`config.mk`:
```
export PLATFORM = sky130hd
export DESIGN_NAME = ifetch_unit_flat
export DESIGN_NICKNAME = d
export VERILOG_FILES = /design/src/rtl/ifetch_unit_if.sv /design/src/rtl/ifetch_unit.sv /design/src/flat_wrapper.sv
export SDC_FILE = /design/constraint.sdc
export NUM_CORES = 1
export LEC_CHECK = 0
export ABC_AREA = 1
export CORE_MARGIN = 3
export CORE_UTILIZATION = 48
export DETAILED_ROUTE_END_ITERATION = 16
export GPL_TIMING_DRIVEN = 1
export HOLD_SLACK_MARGIN = 0.03
export MAX_ROUTING_LAYER = met4
export PLACE_DENSITY = 0.92
export SLEW_MARGIN = 20
export SYNTH_ARGS = -nofsm -noshare
export SYNTH_HDL_FRONTEND = slang
export SYNTH_SLANG_ARGS = --single-unit
```
`constraint.sdc`:
```
create_clock -name clk -period 2.1 [get_ports clk]
set_input_delay 0.315 -clock clk [delete_from_list [all_inputs] [get_ports clk]]
set_output_delay 0.315 -clock clk [all_outputs]
set_load 0.005 [all_outputs]
```
`src/rtl/ifetch_unit_if.sv`:
```
// Fetch-stage bus: instruction ROM port, instruction handshake to the control unit,
// redirect input and fetch status. The master modport belongs to ifetch_unit.
interface ifetch_unit_if #(
   parameter int unsigned ADDR_W = 12
);
   logic [ADDR_W-1:0] im_addr;
   logic [31:0]       im_dout;
   logic [31:0]       instr;
   logic [31:0]       instr_pc;
   logic              instr_valid;
   logic              instr_ready;
   logic              redirect_valid;
   logic [31:0]       redirect_pc;
   logic              halted;
   logic              fetch_fault;
   logic [31:0]       fetch_cnt;

   modport master (
      output im_addr, instr, instr_pc, instr_valid, halted, fetch_fault, fetch_cnt,
      input  im_dout, instr_ready, redirect_valid, redirect_pc
   );

   modport slave (
      input  im_addr, instr, instr_pc, instr_valid, halted, fetch_fault, fetch_cnt,
      output im_dout, instr_ready, redirect_valid, redirect_pc
   );
endinterface

```
`src/rtl/ifetch_unit.sv`:
```
// Instruction fetch stage: owns the PC, latches ROM words, valid/ready handshake, redirects.
// Optional macro IFETCH_MISALIGN_TRAP_EN traps misaligned redirects instead of aligning them.
module ifetch_unit #(
   parameter logic [31:0] RESET_PC = 32'h0000_0000,
   parameter int unsigned ADDR_W   = 12
) (
   input  logic          clk,
   input  logic          rst,
   ifetch_unit_if.master bus
);

   typedef enum logic [1:0] {FETCH, VALID, HALT, TRAP} state_t;

   state_t      state, state_nxt;
   logic [31:0] pc, pc_nxt;
   logic [31:0] instr_q, instr_nxt;
   logic [31:0] ipc_q, ipc_nxt;
   logic [31:0] cnt_q, cnt_nxt;
   logic        valid_q, halted_q, fault_q;
   logic        accept;
   logic        redirect_bad;
   logic [31:0] target;

   always_comb begin
      state_nxt    = state;
      pc_nxt       = pc;
      instr_nxt    = instr_q;
      ipc_nxt      = ipc_q;
      cnt_nxt      = cnt_q;
      accept       = (state == VALID) && bus.instr_ready;
`ifdef IFETCH_MISALIGN_TRAP_EN
      target       = bus.redirect_pc;
      redirect_bad = |bus.redirect_pc[1:0];
`else
      target       = bus.redirect_pc & ~32'd3;
      redirect_bad = 1'b0;
`endif

      if (accept)
         cnt_nxt = cnt_q + 32'd1;

      case (state)
         FETCH: begin
            instr_nxt = bus.im_dout;
            ipc_nxt   = pc;
            state_nxt = (bus.im_dout == '0) ? HALT : VALID;
         end
         VALID: begin
            if (accept) begin
               pc_nxt    = pc + 32'd4;
               state_nxt = FETCH;
            end
         end
         HALT, TRAP: begin
         end
         default: state_nxt = FETCH;
      endcase

      // Redirect wins over the normal sequence; a same-cycle handshake is still counted above.
      if (bus.redirect_valid) begin
         instr_nxt = instr_q;
         if (redirect_bad) begin
            state_nxt = TRAP;
            pc_nxt    = pc;
            ipc_nxt   = bus.redirect_pc;
         end else begin
            state_nxt = FETCH;
            pc_nxt    = target;
            ipc_nxt   = ipc_q;
         end
      end
   end

   always_ff @(posedge clk) begin
      if (rst) begin
         state    <= FETCH;
         pc       <= RESET_PC;
         instr_q  <= '0;
         ipc_q    <= RESET_PC;
         cnt_q    <= '0;
         valid_q  <= 1'b0;
         halted_q <= 1'b0;
         fault_q  <= 1'b0;
      end else begin
         state    <= state_nxt;
         pc       <= pc_nxt;
         instr_q  <= instr_nxt;
         ipc_q    <= ipc_nxt;
         cnt_q    <= cnt_nxt;
         valid_q  <= (state_nxt == VALID);
         halted_q <= (state_nxt == HALT);
         fault_q  <= (state_nxt == TRAP);
      end
   end

   assign bus.im_addr     = pc[ADDR_W-1:0];
   assign bus.instr       = instr_q;
   assign bus.instr_pc    = ipc_q;
   assign bus.instr_valid = valid_q;
   assign bus.halted      = halted_q;
   assign bus.fetch_cnt   = cnt_q;
`ifdef IFETCH_MISALIGN_TRAP_EN
   assign bus.fetch_fault = fault_q;
`else
   assign bus.fetch_fault = 1'b0;
`endif

endmodule

```
`src/flat_wrapper.sv`:
```
// flat-port wrapper written by rule: the top's interface ports become plain ports
module ifetch_unit_flat 
#(
   parameter logic [31:0] RESET_PC = 32'h0000_0000,
   parameter int unsigned ADDR_W   = 12
)
  (clk, rst, bus_im_addr, bus_instr, bus_instr_pc, bus_instr_valid, bus_halted, bus_fetch_fault, bus_fetch_cnt, bus_im_dout, bus_instr_ready, bus_redirect_valid, bus_redirect_pc);
  ifetch_unit_if #(.ADDR_W(ADDR_W)) bus_i ();
  input  logic clk;
  input  logic rst;
  output wire logic [$bits(bus_i.im_addr)-1:0] bus_im_addr;
  output wire logic [$bits(bus_i.instr)-1:0] bus_instr;
  output wire logic [$bits(bus_i.instr_pc)-1:0] bus_instr_pc;
  output wire logic [$bits(bus_i.instr_valid)-1:0] bus_instr_valid;
  output wire logic [$bits(bus_i.halted)-1:0] bus_halted;
  output wire logic [$bits(bus_i.fetch_fault)-1:0] bus_fetch_fault;
  output wire logic [$bits(bus_i.fetch_cnt)-1:0] bus_fetch_cnt;
  input wire logic [$bits(bus_i.im_dout)-1:0] bus_im_dout;
  input wire logic [$bits(bus_i.instr_ready)-1:0] bus_instr_ready;
  input wire logic [$bits(bus_i.redirect_valid)-1:0] bus_redirect_valid;
  input wire logic [$bits(bus_i.redirect_pc)-1:0] bus_redirect_pc;
  assign bus_im_addr = bus_i.im_addr;
  assign bus_instr = bus_i.instr;
  assign bus_instr_pc = bus_i.instr_pc;
  assign bus_instr_valid = bus_i.instr_valid;
  assign bus_halted = bus_i.halted;
  assign bus_fetch_fault = bus_i.fetch_fault;
  assign bus_fetch_cnt = bus_i.fetch_cnt;
  assign bus_i.im_dout = bus_im_dout;
  assign bus_i.instr_ready = bus_instr_ready;
  assign bus_i.redirect_valid = bus_redirect_valid;
  assign bus_i.redirect_pc = bus_redirect_pc;
  ifetch_unit #(.RESET_PC(RESET_PC), .ADDR_W(ADDR_W)) u_core (.clk(clk), .rst(rst), .bus(bus_i));
endmodule
```
==> metrics <==
Clk pwr share=roughly half; post-route ant nets=0; routed wire length=roughly 19000 um; via density per instance=approximately 5; Synth top area share=between 40% and 50%; drt drc=0; pwr/cell area=about 760 nW/um^2; crit start category=register; sequential share of power=39.5%; flops & latches, synth=128; Post-DP HPWL=approximately 14000 um; DR WL/cell=roughly 14 um; NetSw=around 1.5 mW; vias in the first global route=between 6000 and 7000; Fmax=0.5412 GHz; clock sinks=between 100 and 150; Synth-to-Final Area Change=40.16%; chip height=120.4 um; TritonCTS clock tree=yes; worst IR drop on VDD=about 520 uV; Synth Instances=957; Final Critical Period=between 1500 and 2000 ps; worst endpoint data arrival time=2150 ps; largest net degree at the start of global routing=72; placed insts=approximately 1300; Skew-Pair Late Insertion Delay=420 ps; Synth cell types=31; io pins=179; status=finished clean; row cnt=a little over 40; clk_skew=around 7.6 ps; clk buf depth=2; Ys Warns=0; Core Box Area=between 10000 and 15000 sq um; DR iter-0 viols=roughly 610; worst reg2reg setup slack=250 ps; first-pass GRT wire length=29930 um; Area contributors post-synth=dfxtp_1 41%, nand2_1 13%, nor2_1 10%, o21ai_0 7.4%, inv_1 6.1%; RePlAce Congestion=about 1; Final setup viols=0; max-slew violations=0; Fill cells=approximately 1100; gr usage total=between 20% and 30%; Synth Area per Inst=between 6 and 7 sq um; switching share of power=~23%; finished layout cell area=8807 sq um; static leakage=approximately 3.4 nW; drt pass-1 iters=5; die footprint=approximately 14000 sq um; area of the multi-input gates=about 3100 sq um; GRT overflow=0; fin util=between 60% and 70%; Max FO, Critical Path=5; RSZ-0062 raised after global routing=false; # diodes=0; final hold violation count=0; clk root buf=clkbuf_16; depth of the CTS H-tree=4; initial core utilization=49.39%; Worst Path Required=about 2400 ps; Combinational Power Share=~11%; IO Port Bufs=between 150 and 200; CP endpoint kind=register; Reg area=2562 sq um; postcts setup bufs=0; TritonCTS Buffers=17; CTS Hold Bufs=0; Worst-path clk slew=approximately 60 ps; path type of the worst setup path=reg2reg; Hold WC Path Type=in2reg; period utilization=a little under 90%; Final nets=1187; share of layout cells above drive strength 1=5.841%; antenna violations before repair=0; Final TNS setup=0 ps; biggest area consumer among synthesized cells=dfxtp_1; Resize count post-CTS=0; area of the mapped netlist=roughly 6300 sq um; Vias=between 6000 and 7000; Max-Cap Viols=0; register area share after synthesis=between 40% and 50%; Internal=about 5.2 mW; Cell Area, Placed=8143 sq um; Die X=between 100 and 150 um; Post-Layout Cell Count=~1300
-- per-layer routing --
metal  vias to the layer above  global-route usage [%]  wire, um
met2                       217                   43.73      9085
met3                        24                   5.940      1286
li1                       3358                       -         -
met4                         0                   8.499       323
met5                         -                       -         0
met1                      3011                   32.67      7960
-- area by class of cell --
type / count / area share [%]
inverter: 104 / 4.432
sequential: 128 / 29.10
tap: 172 / 2.444
multi-input combinational: 678 / 35.03
clock inverter: 10 / 2.046
clock buffer: 22 / 5.498
timing repair buffer: 188 / 21.45
-- power groups by stage --
stage                     sequential, mW  combinational (mW)  clock (mW)
after global placement              2.70               0.746           0
after detailed placement            2.70               0.762           0
after global routing                2.67               0.844        3.46
after CTS                           2.65               0.769        3.33
after floorplan                     2.70               0.327           0
final                               2.65               0.767        3.30
-- cell families (layout without fill, tap and decap cells) --
family          after synthesis  count (layout)  synth area share, %
other cells                   1               5              0.05968
fa+ha+maj                     2               2               0.3982
buf+inv                     155             324                10.35
flops                       128             128                40.78
simple gates                476             476                31.66
xor+xnor                     11              11                1.533
compound gates              184             184                15.21
-- metrics by stage --
step           setup WS [ps]  hold WS [ps]  power [mW]
6_report               252.3         457.3       6.724
5_1_grt                55.64         464.1       6.970
4_1_cts                268.3         440.8       6.749
3_5_place_dp           186.1         467.6       3.465
3_3_place_gp           219.6         459.7       3.445
2_1_floorplan          635.6         448.3       3.022
-- synth_stat cells --
cell type,instances
o21a_1,1
nor3_1,4
nand2_1,216
buf_2,10
or2_2,1
buf_4,15
clkinv_1,1
clkbuf_1,26
a31oi_1,7
o211ai_1,3
xor2_1,11
o21ai_0,93
inv_1,102
nand2_2,3
a211oi_1,1
and2_1,2
a22oi_1,1
nand3_4,1
dfxtp_1,128
conb_1,1
nand3_1,47
nand4_1,12
ha_1,2
inv_2,1
nor3b_1,2
nor2_1,172
a22o_1,3
nor2_2,5
nand3b_1,6
a21oi_1,75
nor2_4,5
-- critical path: stages, from the launching register on --
cell,delay (ps)
dfxtp_1,430
ha_1,200
nand2_1,80
nor2_1,240
nand2_1,210
nor2_1,290
nand3_1,120
nand3_1,110
a21oi_1,60
-- flip-flops by register name, indices dropped and copies added (netlist names) --
register / count
u_core.bus.fetch_cnt: 32
u_core.bus.halted: 1
u_core.bus.instr: 32
u_core.bus.instr_pc: 30
u_core.bus.instr_valid: 1
u_core.pc: 30
u_core.state: 2
-- final timing paths --
check / cells past startpoint / to / startpoint
setup / recovery: 8 / u_core.pc[20] / u_core.pc[2]
hold / removal: 3 / u_core.bus.instr[30] / bus_im_dout[30]
setup reg to reg: 8 / u_core.pc[20] / u_core.pc[2]
hold reg to reg: 2 / u_core.bus.instr[19] / u_core.bus.instr[19]
-- placed cells by master (no fill, tap or decap), drive strengths merged, types with 6 or more instances in the layout --
master and instances:
buf 17, nand3 48, a31oi 7, dfxtp 128, a21oi 75, nand3b 6
o21ai 93, nor2 182, clkdlybuf4s50 171, inv 104, nand2 219, nand4 12
xor2 11, clkbuf 22
Power figures use the tool's default switching activity.
